`src/rtl/muldiv_pkg.sv`:
```
// Shared types for the HI/LO multiply/divide unit: operation codes, FSM states
// and small operation-class helpers.
package muldiv_pkg;

  typedef enum logic [2:0] {
    MULT  = 3'd0,
    MULTU = 3'd1,
    DIV   = 3'd2,
    DIVU  = 3'd3,
    MTHI  = 3'd4,
    MTLO  = 3'd5
  } muldiv_op_t;

  typedef enum logic [1:0] {
    ST_IDLE = 2'd0,
    ST_CALC = 2'd1,
    ST_FIX  = 2'd2
  } muldiv_state_t;

  function automatic logic op_is_arith(input muldiv_op_t op);
    return (op == MULT) || (op == MULTU) || (op == DIV) || (op == DIVU);
  endfunction

  function automatic logic op_is_div(input muldiv_op_t op);
    return (op == DIV) || (op == DIVU);
  endfunction

  function automatic logic op_is_signed(input muldiv_op_t op);
    return (op == MULT) || (op == DIV);
  endfunction

endpackage

```
`src/rtl/muldiv_sign_adj.sv`:
```
// Combinational two's-complement conditional negate; with i_neg tied to the
// sign bit it yields the magnitude of a signed value.
module muldiv_sign_adj #(
  parameter int W = 32
) (
  input  logic [W-1:0] i_val,
  input  logic         i_neg,
  output logic [W-1:0] o_val
);

  assign o_val = i_neg ? (~i_val + W'(1)) : i_val;

endmodule

```
`src/rtl/muldiv_unit.sv`:
```
// Iterative multiply/divide unit owning HI/LO. Define MULDIV_FAST_MUL_EN to
// replace the shift-add multiply with a single-cycle combinational multiplier.
module muldiv_unit
  import muldiv_pkg::*;
#(
  parameter int WIDTH = 32
) (
  input  logic             i_clk,
  input  logic             i_reset,
  input  logic             i_start,
  input  muldiv_op_t       i_op,
  input  logic [WIDTH-1:0] i_a,
  input  logic [WIDTH-1:0] i_b,
  output logic             o_busy,
  output logic             o_done,
  output logic [WIDTH-1:0] o_hi,
  output logic [WIDTH-1:0] o_lo
);

  localparam int CW = $clog2(WIDTH + 1);

  muldiv_state_t    r_state;
  muldiv_state_t    w_state_nxt;
  logic [CW-1:0]    r_cnt;
  logic             r_is_div;
  logic             r_neg_q;
  logic             r_neg_r;
  logic             r_div_zero;
  logic [WIDTH-1:0] r_dvsr;
  logic [WIDTH-1:0] r_work_hi;
  logic [WIDTH-1:0] r_work_lo;
  logic [WIDTH-1:0] r_hi;
  logic [WIDTH-1:0] r_lo;
  logic             r_done;

  logic             w_idle;
  logic             w_accept;
  logic             w_accept_arith;
  logic             w_fast_accept;
  logic             w_a_neg;
  logic             w_b_neg;
  logic [WIDTH-1:0] w_abs_a;
  logic [WIDTH-1:0] w_abs_b;

  logic [WIDTH:0]     w_mul_sum;
  logic [WIDTH:0]     w_div_shift;
  logic               w_div_ge;
  logic [WIDTH-1:0]   w_div_sub;
  logic [2*WIDTH-1:0] w_prod_raw;
  logic [2*WIDTH-1:0] w_prod_fix;
  logic [WIDTH-1:0]   w_quo_fix;
  logic [WIDTH-1:0]   w_rem_fix;

  assign w_idle         = (r_state == ST_IDLE);
  assign w_accept       = w_idle & i_start;
  assign w_accept_arith = w_accept & op_is_arith(i_op);
  assign w_a_neg        = op_is_signed(i_op) & i_a[WIDTH-1];
  assign w_b_neg        = op_is_signed(i_op) & i_b[WIDTH-1];

`ifdef MULDIV_FAST_MUL_EN
  assign w_fast_accept = ~op_is_div(i_op);
  assign w_prod_raw    = {{WIDTH{1'b0}}, r_dvsr} * {{WIDTH{1'b0}}, r_work_lo};
`else
  assign w_fast_accept = 1'b0;
  assign w_prod_raw    = {r_work_hi, r_work_lo};
`endif

  muldiv_sign_adj #(.W(WIDTH)) u_abs_a (
    .i_val (i_a),
    .i_neg (w_a_neg),
    .o_val (w_abs_a)
  );

  muldiv_sign_adj #(.W(WIDTH)) u_abs_b (
    .i_val (i_b),
    .i_neg (w_b_neg),
    .o_val (w_abs_b)
  );

  muldiv_sign_adj #(.W(2*WIDTH)) u_fix_prod (
    .i_val (w_prod_raw),
    .i_neg (r_neg_q),
    .o_val (w_prod_fix)
  );

  muldiv_sign_adj #(.W(WIDTH)) u_fix_quo (
    .i_val (r_work_lo),
    .i_neg (r_neg_q),
    .o_val (w_quo_fix)
  );

  // Remainder follows the dividend sign; for a zero divisor it rebuilds a itself.
  muldiv_sign_adj #(.W(WIDTH)) u_fix_rem (
    .i_val (r_work_hi),
    .i_neg (r_neg_r),
    .o_val (w_rem_fix)
  );

  assign w_mul_sum   = {1'b0, r_work_hi} + (r_work_lo[0] ? {1'b0, r_dvsr} : '0);
  assign w_div_shift = {r_work_hi, r_work_lo[WIDTH-1]};
  assign w_div_ge    = (w_div_shift >= {1'b0, r_dvsr});
  assign w_div_sub   = w_div_shift[WIDTH-1:0] - r_dvsr;

  always_ff @(posedge i_clk) begin
    if (i_reset) begin
      r_state <= ST_IDLE;
    end else begin
      r_state <= w_state_nxt;
    end
  end

  always_comb begin
    w_state_nxt = r_state;
    case (r_state)
      ST_IDLE: begin
        if (w_accept_arith) begin
          w_state_nxt = w_fast_accept ? ST_FIX : ST_CALC;
        end
      end
      ST_CALC: begin
        if (r_cnt == CW'(1)) begin
          w_state_nxt = ST_FIX;
        end
      end
      ST_FIX:  w_state_nxt = ST_IDLE;
      default: w_state_nxt = ST_IDLE;
    endcase
  end

  always_ff @(posedge i_clk) begin
    if (i_reset) begin
      r_cnt      <= '0;
      r_is_div   <= 1'b0;
      r_neg_q    <= 1'b0;
      r_neg_r    <= 1'b0;
      r_div_zero <= 1'b0;
      r_dvsr     <= '0;
      r_work_hi  <= '0;
      r_work_lo  <= '0;
      r_hi       <= '0;
      r_lo       <= '0;
      r_done     <= 1'b0;
    end else begin
      r_done <= (r_state == ST_FIX);
      case (r_state)
        ST_IDLE: begin
          if (w_accept_arith) begin
            r_cnt      <= CW'(WIDTH);
            r_is_div   <= op_is_div(i_op);
            r_neg_q    <= w_a_neg ^ w_b_neg;
            r_neg_r    <= w_a_neg;
            r_div_zero <= op_is_div(i_op) && (i_b == '0);
            r_work_hi  <= '0;
            if (op_is_div(i_op)) begin
              r_work_lo <= w_abs_a;
              r_dvsr    <= w_abs_b;
            end else begin
              r_work_lo <= w_abs_b;
              r_dvsr    <= w_abs_a;
            end
          end else if (w_accept && (i_op == MTHI)) begin
            r_hi <= i_a;
          end else if (w_accept && (i_op == MTLO)) begin
            r_lo <= i_a;
          end
        end
        ST_CALC: begin
          r_cnt <= r_cnt - CW'(1);
          if (r_is_div) begin
            r_work_hi <= w_div_ge ? w_div_sub : w_div_shift[WIDTH-1:0];
            r_work_lo <= {r_work_lo[WIDTH-2:0], w_div_ge};
          end else begin
            {r_work_hi, r_work_lo} <= {w_mul_sum, r_work_lo[WIDTH-1:1]};
          end
        end
        ST_FIX: begin
          if (r_is_div) begin
            r_hi <= w_rem_fix;
            r_lo <= r_div_zero ? '1 : w_quo_fix;
          end else begin
            {r_hi, r_lo} <= w_prod_fix;
          end
        end
        default: ;
      endcase
    end
  end

  assign o_busy = ~w_idle;
  assign o_done = r_done;
  assign o_hi   = r_hi;
  assign o_lo   = r_lo;

endmodule

```
`config.mk`:
```
export PLATFORM = sky130hd
export DESIGN_NAME = muldiv_unit
export DESIGN_NICKNAME = d
export VERILOG_FILES = /design/src/rtl/muldiv_pkg.sv /design/src/rtl/muldiv_sign_adj.sv /design/src/rtl/muldiv_unit.sv
export SDC_FILE = /design/constraint.sdc
export NUM_CORES = 1
export LEC_CHECK = 0
export ABC_AREA = 0
export CAP_MARGIN = 15
export CORE_MARGIN = 4
export CORE_UTILIZATION = 40
export CTS_CLUSTER_DIAMETER = 120
export DETAILED_ROUTE_END_ITERATION = 10
export HOLD_SLACK_MARGIN = 0.1
export PLACE_DENSITY = 0.61
export SLEW_MARGIN = 10
export SYNTH_ARGS = -nofsm -noshare
export SYNTH_HDL_FRONTEND = slang
export SYNTH_HIERARCHICAL = 1
export SYNTH_SLANG_ARGS = --single-unit
export TNS_END_PERCENT = 100
```
`constraint.sdc`:
```
create_clock -name i_clk -period 3 [get_ports i_clk]
set_input_delay 0.45 -clock i_clk [delete_from_list [all_inputs] [get_ports i_clk]]
set_output_delay 0.45 -clock i_clk [all_outputs]
set_load 0.02 [all_outputs]
```
=== Word-level counts from Yosys, hierarchy flattened ===
Index checks and enable logic that the tools add are counted.

* Word-level logic and storage cells: 94
* Output and inout bits: 66
* Register bits after elaboration: 173
* Input bits: 70

* Muxes and demuxes: 30
* Bitwise operators: 11
* Equality and inequality tests: 14
* Add/subtract/negate cells: 8
* Reduce and logical (&&, ||, !) cells: 18
* $lt $le $gt $ge: 1

{| class="wikitable"
|+ Operators by type and width
! operator !! number
|-
| 2-to-1 mux 32 bit || 20
|-
| case mux 32 bit (2 select lines) || 4
|-
| adder 32 x 1 -> 32 bit (second input constant) || 4
|-
| inverter 32 bit || 4
|-
| adder 64 x 1 -> 64 bit (second input constant) || 1
|-
| 2-to-1 mux 64 bit || 1
|-
| inverter 64 bit || 1
|-
| adder 32 x 32 -> 33 bit || 1
|-
| greater-or-equal comparator 33 x 32 -> 1 bit || 1
|-
| logical NOT 32 bit || 1
|-
| subtractor 32 bit || 1
|-
| case mux 6 bit (2 select lines) || 1
|-
| equality test 3 x 2 -> 1 bit (second input constant) || 2
|-
| equality test 3 bit (second input constant) || 2
|-
| equality test 6 x 1 -> 1 bit (second input constant) || 1
|-
| 2-to-1 mux 6 bit || 1
|-
| != test 2 x 1 -> 1 bit (second input constant) || 3
|-
| != test 2 bit (second input constant) || 3
|-
| AND reduction 2 bit || 3
|-
| subtractor 6 x 1 -> 6 bit (second input constant) || 1
|-
| logical OR 1 bit || 5
|-
| bitwise AND 1 bit || 4
|-
| 2-to-1 mux 2 bit || 2
|-
| case mux 2 bit (2 select lines) || 1
|-
| 11 further kinds || 14
|}

=== Depth between registers and ports, before layout ===
* Depth after elaboration: 7
* Mapped depth: 15
* Gate-level depth less buffers: 14

=== Cells and area by module ===
The synthesis kept the hierarchy.

{| class="wikitable"
|+ By module, submodules not included
! module !! cells each !! area an instance (um^2) !! sequential area each (um^2) !! instances
|-
| muldiv_unit || 1,530 || 12,029.0 || 3,463.3 || 1
|-
| muldiv_sign_adj (u_abs_a ...) || 99 || 777.0 || 0.0 || 4
|-
| muldiv_sign_adj (u_fix_prod) || 197 || 1,530.2 || 0.0 || 1
|}

=== Worst setup path after synthesis ===
OpenSTA, ideal clock, no wires.

* Path kind: register -> register
* From: register r_work_lo[0]
* To: register r_work_hi[23]
* Path slack: -0.198 ns
* Path buffers: 1
* Required time: 2.886 ns
* Cell stages (with the launch flop): 16
* Setup time: 0.114 ns
* Arrival time: 3.084 ns
* Clock period less this slack: 3.198 ns
* Cells stage by stage: dfxtp_1 -> clkbuf_1 -> and2_1 -> ha_1 -> inv_1 -> fa_1 -> nand2b_1 -> a21oi_1 -> o41a_1 -> a32o_1 -> a211oi_2 -> nor3b_2 -> a21oi_1 -> xor2_1 -> o22ai_1 -> a21o_1

* Word-level cells in the longest chain between the ends: 4

{| class="wikitable"
|+ Ends and longest elaborated chain
! what !! RTL line !! source
|-
| from (decl) || muldiv_unit.sv:31 || <nowiki>logic [WIDTH-1:0] r_work_lo;</nowiki>
|-
| from (signal assigned) || muldiv_unit.sv:155 || <nowiki>r_work_lo <= w_abs_a;</nowiki>
|-
| from (signal assigned) || muldiv_unit.sv:158 || <nowiki>r_work_lo <= w_abs_b;</nowiki>
|-
| from (signal assigned) || muldiv_unit.sv:171 || <nowiki>r_work_lo <= {r_work_lo[WIDTH-2:0], w_div_ge};</nowiki>
|-
| 2-to-1 mux 32 bit || muldiv_unit.sv:99 || <nowiki>assign w_mul_sum = {1'b0, r_work_hi} + (r_work_lo[0] ? {1'b0, r_dvsr} : '0);</nowiki>
|-
| adder 32 x 32 -> 33 bit || muldiv_unit.sv:99 ||
|-
| 2-to-1 mux 32 bit || muldiv_unit.sv:169 || <nowiki>if (r_is_div) begin</nowiki>
|-
| case mux 32 bit (2 select lines) || muldiv_unit.sv:145 || <nowiki>case (r_state)</nowiki>
|-
| to (signal assigned) || muldiv_unit.sv:170 || <nowiki>r_work_hi <= w_div_ge ? w_div_sub : w_div_shift[WIDTH-1:0];</nowiki>
|-
| to (signal assigned) || muldiv_unit.sv:173 || <nowiki>{r_work_hi, r_work_lo} <= {w_mul_sum, r_work_lo[WIDTH-1:1]};</nowiki>
|-
| to (decl) || muldiv_unit.sv:30 || <nowiki>logic [WIDTH-1:0] r_work_hi;</nowiki>
|}

No other way between the ends.
A chain may end at the register's enable or synchronous reset.

=== Worst setup path after layout ===
* From: register r_work_lo[0]
* To: register r_work_hi[26]

The elaborated chain is that of the path after synthesis.

==> impl_summary.log <==
[metrics] setup slack of the critical path after layout: 0.0009412 ns
[metrics] # fillers: 3866
[metrics] result of the run: finished clean
[metrics] peak clock frequency supported by timing: 333.4 MHz
[metrics] Final ANT Viol Nets: 0
[metrics] FF+latch count, synth: 173
[metrics] drc violations: 0
[metrics] Worst setup EP type: flop
[metrics] largest net degree at the start of global routing: 84
[metrics] Mapped Area: 16670 sq um
[metrics] hold buffers post-CTS: 0
[metrics] Die Width: 212.1 microns
[metrics] Max transition margin: 31.16%
[metrics] y dimension of the die: 212.1 microns
[metrics] number of global-route vias before repair: 17780
[metrics] number of DRC markers after the initial detailed-route iteration: 1749
[metrics] total routing usage reported by global routing: 29.61%
[metrics] critical path peak fanout: 20
[metrics] Finished Core Util: 54.40%
[metrics] MaxCap Viol Count: 0
[metrics] synthesis warning total: 6
[metrics] H-tree depth reported by CTS: 4
[metrics] crit path max-delay cell type: sky130_fd_sc_hd__or3_4
[metrics] Clock Tree Root: sky130_fd_sc_hd__clkbuf_16
[metrics] number of enable-type register cells in the synthesized netlist: 0
[metrics] Clock Latency Late Sink: 0.48 ns
[metrics] total design power: 7.932 mW
[metrics] number of primary I/O pins: 136
[metrics] Synthesized Nets: 2266
[metrics] share of total power in combinational logic: 39.8%
[metrics] clock slew at the register clock pins of the worst setup and hold paths: 0.08 ns
[metrics] Initial Util: 40.64%
[metrics] DRT Pass-1 Iters: 8
[metrics] worst hold margin: 0.3099 ns
[metrics] initial antenna violation count: 0
[metrics] power share of the sequential group: 31.6%
[metrics] placed wire-length estimate: 53070 microns
[metrics] max-slew violation count: 0
[metrics] total number of vias: 18530
[metrics] Internal Dissipation: 4.884 mW
[metrics] cell-by-cell trace of the critical path: buf_8 -> and2_1 -> ha_4 -> nand2_1 -> or3_4 -> a211o_1 -> nand4_1 -> o311ai_4 -> o21a_2 -> o21bai_1 -> xor2_1 -> a22oi_1 -> o21ai_1
[metrics] setup slack after placement: -0.1607 ns
[metrics] launching point of the worst reg2reg path: r_work_lo[0]$_SDFFE_PP0P_
[metrics] wire length after detailed routing: 69320 microns
[metrics] count of buffers from port buffering: 135
[metrics] switching part of the total power: 38.43%
[metrics] Post-synth top flop: sky130_fd_sc_hd__dfxtp_1
[metrics] FP Rows: 74
[metrics] mean area per synthesized cell: 7.851 sq um
[metrics] first-pass GRT wire length: 104300 microns
[metrics] Worst Hold Class: in -> reg
[metrics] startpoint of the worst hold path: i_reset
[metrics] maximum count of clock buffers along a single path: 2
[metrics] source of the critical timing path: r_work_lo[0]$_SDFFE_PP0P_
[metrics] WP data required: 3.36 ns
[metrics] unrepaired setup endpoints after global routing: true
[metrics] clock tree from TritonCTS: done
[metrics] final-stage net count: 2654
[metrics] arrival time of the worst setup path: 3.35 ns
[metrics] area of the placeable core: 41020 sq um
[metrics] clock group share of total power: 28.6%
[metrics] synthesized instance count: 2123
[metrics] proportion of layout cells with a drive suffix above 1: 23.81%
[metrics] sequential element share of the synthesized area: 20.78%
[metrics] number of buffers added by the clock tree synthesis step: 17
[metrics] Synth-to-Final Area Change: 33.86%
[metrics] static power due to leakage: 8.632 nW
[metrics] Crit Path Class: reg -> reg
[metrics] Switch Pwr: 3.049 mW
[metrics] Die Outline Area: 45000 sq um
[metrics] Worst setup SP type: flop
[metrics] power per cell area: 355.5 nW/um^2
[metrics] global route total overflow: 0
[metrics] unique cell type count in the Yosys netlist: 81
[metrics] final estimated routing congestion in global placement: 0.9881
[metrics] share of the clock period used by the worst path after layout: 99.97%
[metrics] antenna diode count: 0
[metrics] Async SR Flop Fraction: 0%
[metrics] average vias per placed instance: 6.064
[metrics] worst IR drop on VDD: 0.4547 mV
[metrics] critical path's largest stage delay: 0.41 ns
[metrics] setup violators final: 0
[metrics] Min Clock Period, post-route: 2.999 ns
[metrics] number of sinks driven by the clock tree: 173
[metrics] Worst Skew: 0.01140 ns
[metrics] Routed wire per std cell: 22.68 microns
[metrics] total count of hold-check failures in the final report: 0
[metrics] Slew @ Worst Pin: 1.033 ns
==> sequential cells by signal, indices dropped and copies added, names as in the netlist <==
signal,count
o_lo,32
r_work_lo,32
r_work_hi,32
r_cnt,6
r_div_zero,1
r_state,2
r_dvsr,32
r_neg_q,1
r_neg_r,1
r_is_div,1
o_done,1
o_hi,32
==> through the flow <==
step,cells,setup TNS [ns],area [sq um]
3_5_place_dp,2995,-1.090,20880
5_1_grt,3056,-0.5353,22310
3_3_place_gp,2995,-0.8076,20880
6_report,3056,0,22310
4_1_cts,3035,-0.2038,21700
2_1_floorplan,2123,0,16680
==> area by class of cell <==
cell class                 instances  area [sq um]  share of cell area, %
clock inverter                    14         127.6                 0.5720
inverter                          61         229.0                  1.026
sequential                       173          3477                  15.58
tap                              532         665.6                  2.983
clock buffer                      18         439.2                  1.968
timing repair buffer             507          4364                  19.56
multi-input combinational       1751         13010                  58.31
==> synth_stat cells (52+ instances only) <==
cell	number	area, sq um
sky130_fd_sc_hd__nor2_1	149	559.3
sky130_fd_sc_hd__clkbuf_1	102	382.9
sky130_fd_sc_hd__inv_1	61	229.0
sky130_fd_sc_hd__o21ai_0	113	565.5
sky130_fd_sc_hd__xnor2_1	212	1857
sky130_fd_sc_hd__a211oi_1	60	450.4
sky130_fd_sc_hd__dfxtp_1	173	3463
sky130_fd_sc_hd__mux2i_1	76	760.7
sky130_fd_sc_hd__o31ai_1	52	390.4
sky130_fd_sc_hd__nand2_1	213	799.5
sky130_fd_sc_hd__o221ai_1	68	595.6
sky130_fd_sc_hd__a21oi_1	185	925.9
sky130_fd_sc_hd__ha_1	71	888.4
==> worst paths after layout <==
kind / endpoint / slack, ns / depth (start not counted)
min: o_hi[25]$_SDFFE_PP0P_ / 0.31 / 2
max reg2reg: r_work_hi[26]$_SDFFE_PP0P_ / 0.0009 / 13
min reg2reg: o_hi[24]$_SDFFE_PP0P_ / 0.49 / 2
max: r_work_hi[26]$_SDFFE_PP0P_ / 0.0009 / 13
==> critical path, delay by kind of cell, from the launching register on <==
| family | cells | cell delay, ns |
|---|---|---|
| AO/OA/AOI/OAI | 6 | 1.13 |
| flip-flops | 1 | 0.38 |
| buffers and inverters | 1 | 0.16 |
| adder cells (fa/ha/maj) | 1 | 0.28 |
| XOR/XNOR | 1 | 0.10 |
| AND/OR/NAND/NOR | 4 | 0.83 |
==> logic make-up (layout without fill, tap and decap cells) <==
kind of cell             count (synthesis)  after routing  share of synthesized area, %
AO/OA/AOI/OAI                          690            690                         28.92
AND/OR/NAND/NOR                        641            642                         20.64
XOR/XNOR                               238            238                         12.51
buffers and inverters                  200            600                         4.864
flip-flops                             173            173                         20.78
multiplexers                           108            108                         6.726
adder cells (fa/ha/maj)                 73             73                         5.570
==> layout by cell type, fill, tap and decap left out, drive strengths merged, types with 37 or more instances in the layout <==
| cell type | n |
|---|---|
| buf | 372 |
| nand2 | 214 |
| xnor2 | 212 |
| a21oi | 185 |
| dfxtp | 173 |
| nor2 | 149 |
| clkdlybuf4s50 | 134 |
| o21ai | 118 |
| mux2i | 76 |
| ha | 71 |
| inv | 69 |
| o221ai | 68 |
| a211oi | 61 |
| o31ai | 56 |
| o41ai | 49 |
| nor4 | 43 |
| and2 | 37 |
==> routing by layer <==
layer | GRT usage [%] | up-vias | wire [microns]
li1 | - | 8668 | -
met5 | 0 | - | 0
met1 | 40.50 | 8976 | 30160
met4 | 14.11 | 0 | 3315
met3 | 3.777 | 127 | 4757
met2 | 46.32 | 760 | 31090
==> repair_timing <==
action	in CTS	in global routing
cloned	1	1
gates resized for setup	29	88
pin swaps	18	33
buffers inserted	8	20
endpoints found under the setup margin	14	61
==> power by group through the flow <==
stage                     Combinational, mW  Clock (mW)  Sequential (mW)
after CTS                              2.94        2.30             2.51
final                                  3.15        2.27             2.51
after global placement                 2.87           0             2.56
after detailed placement               2.89           0             2.56
after floorplan                        1.56           0             2.65
after global routing                   3.35        2.38             2.52
(Power assumes the default switching activity.)
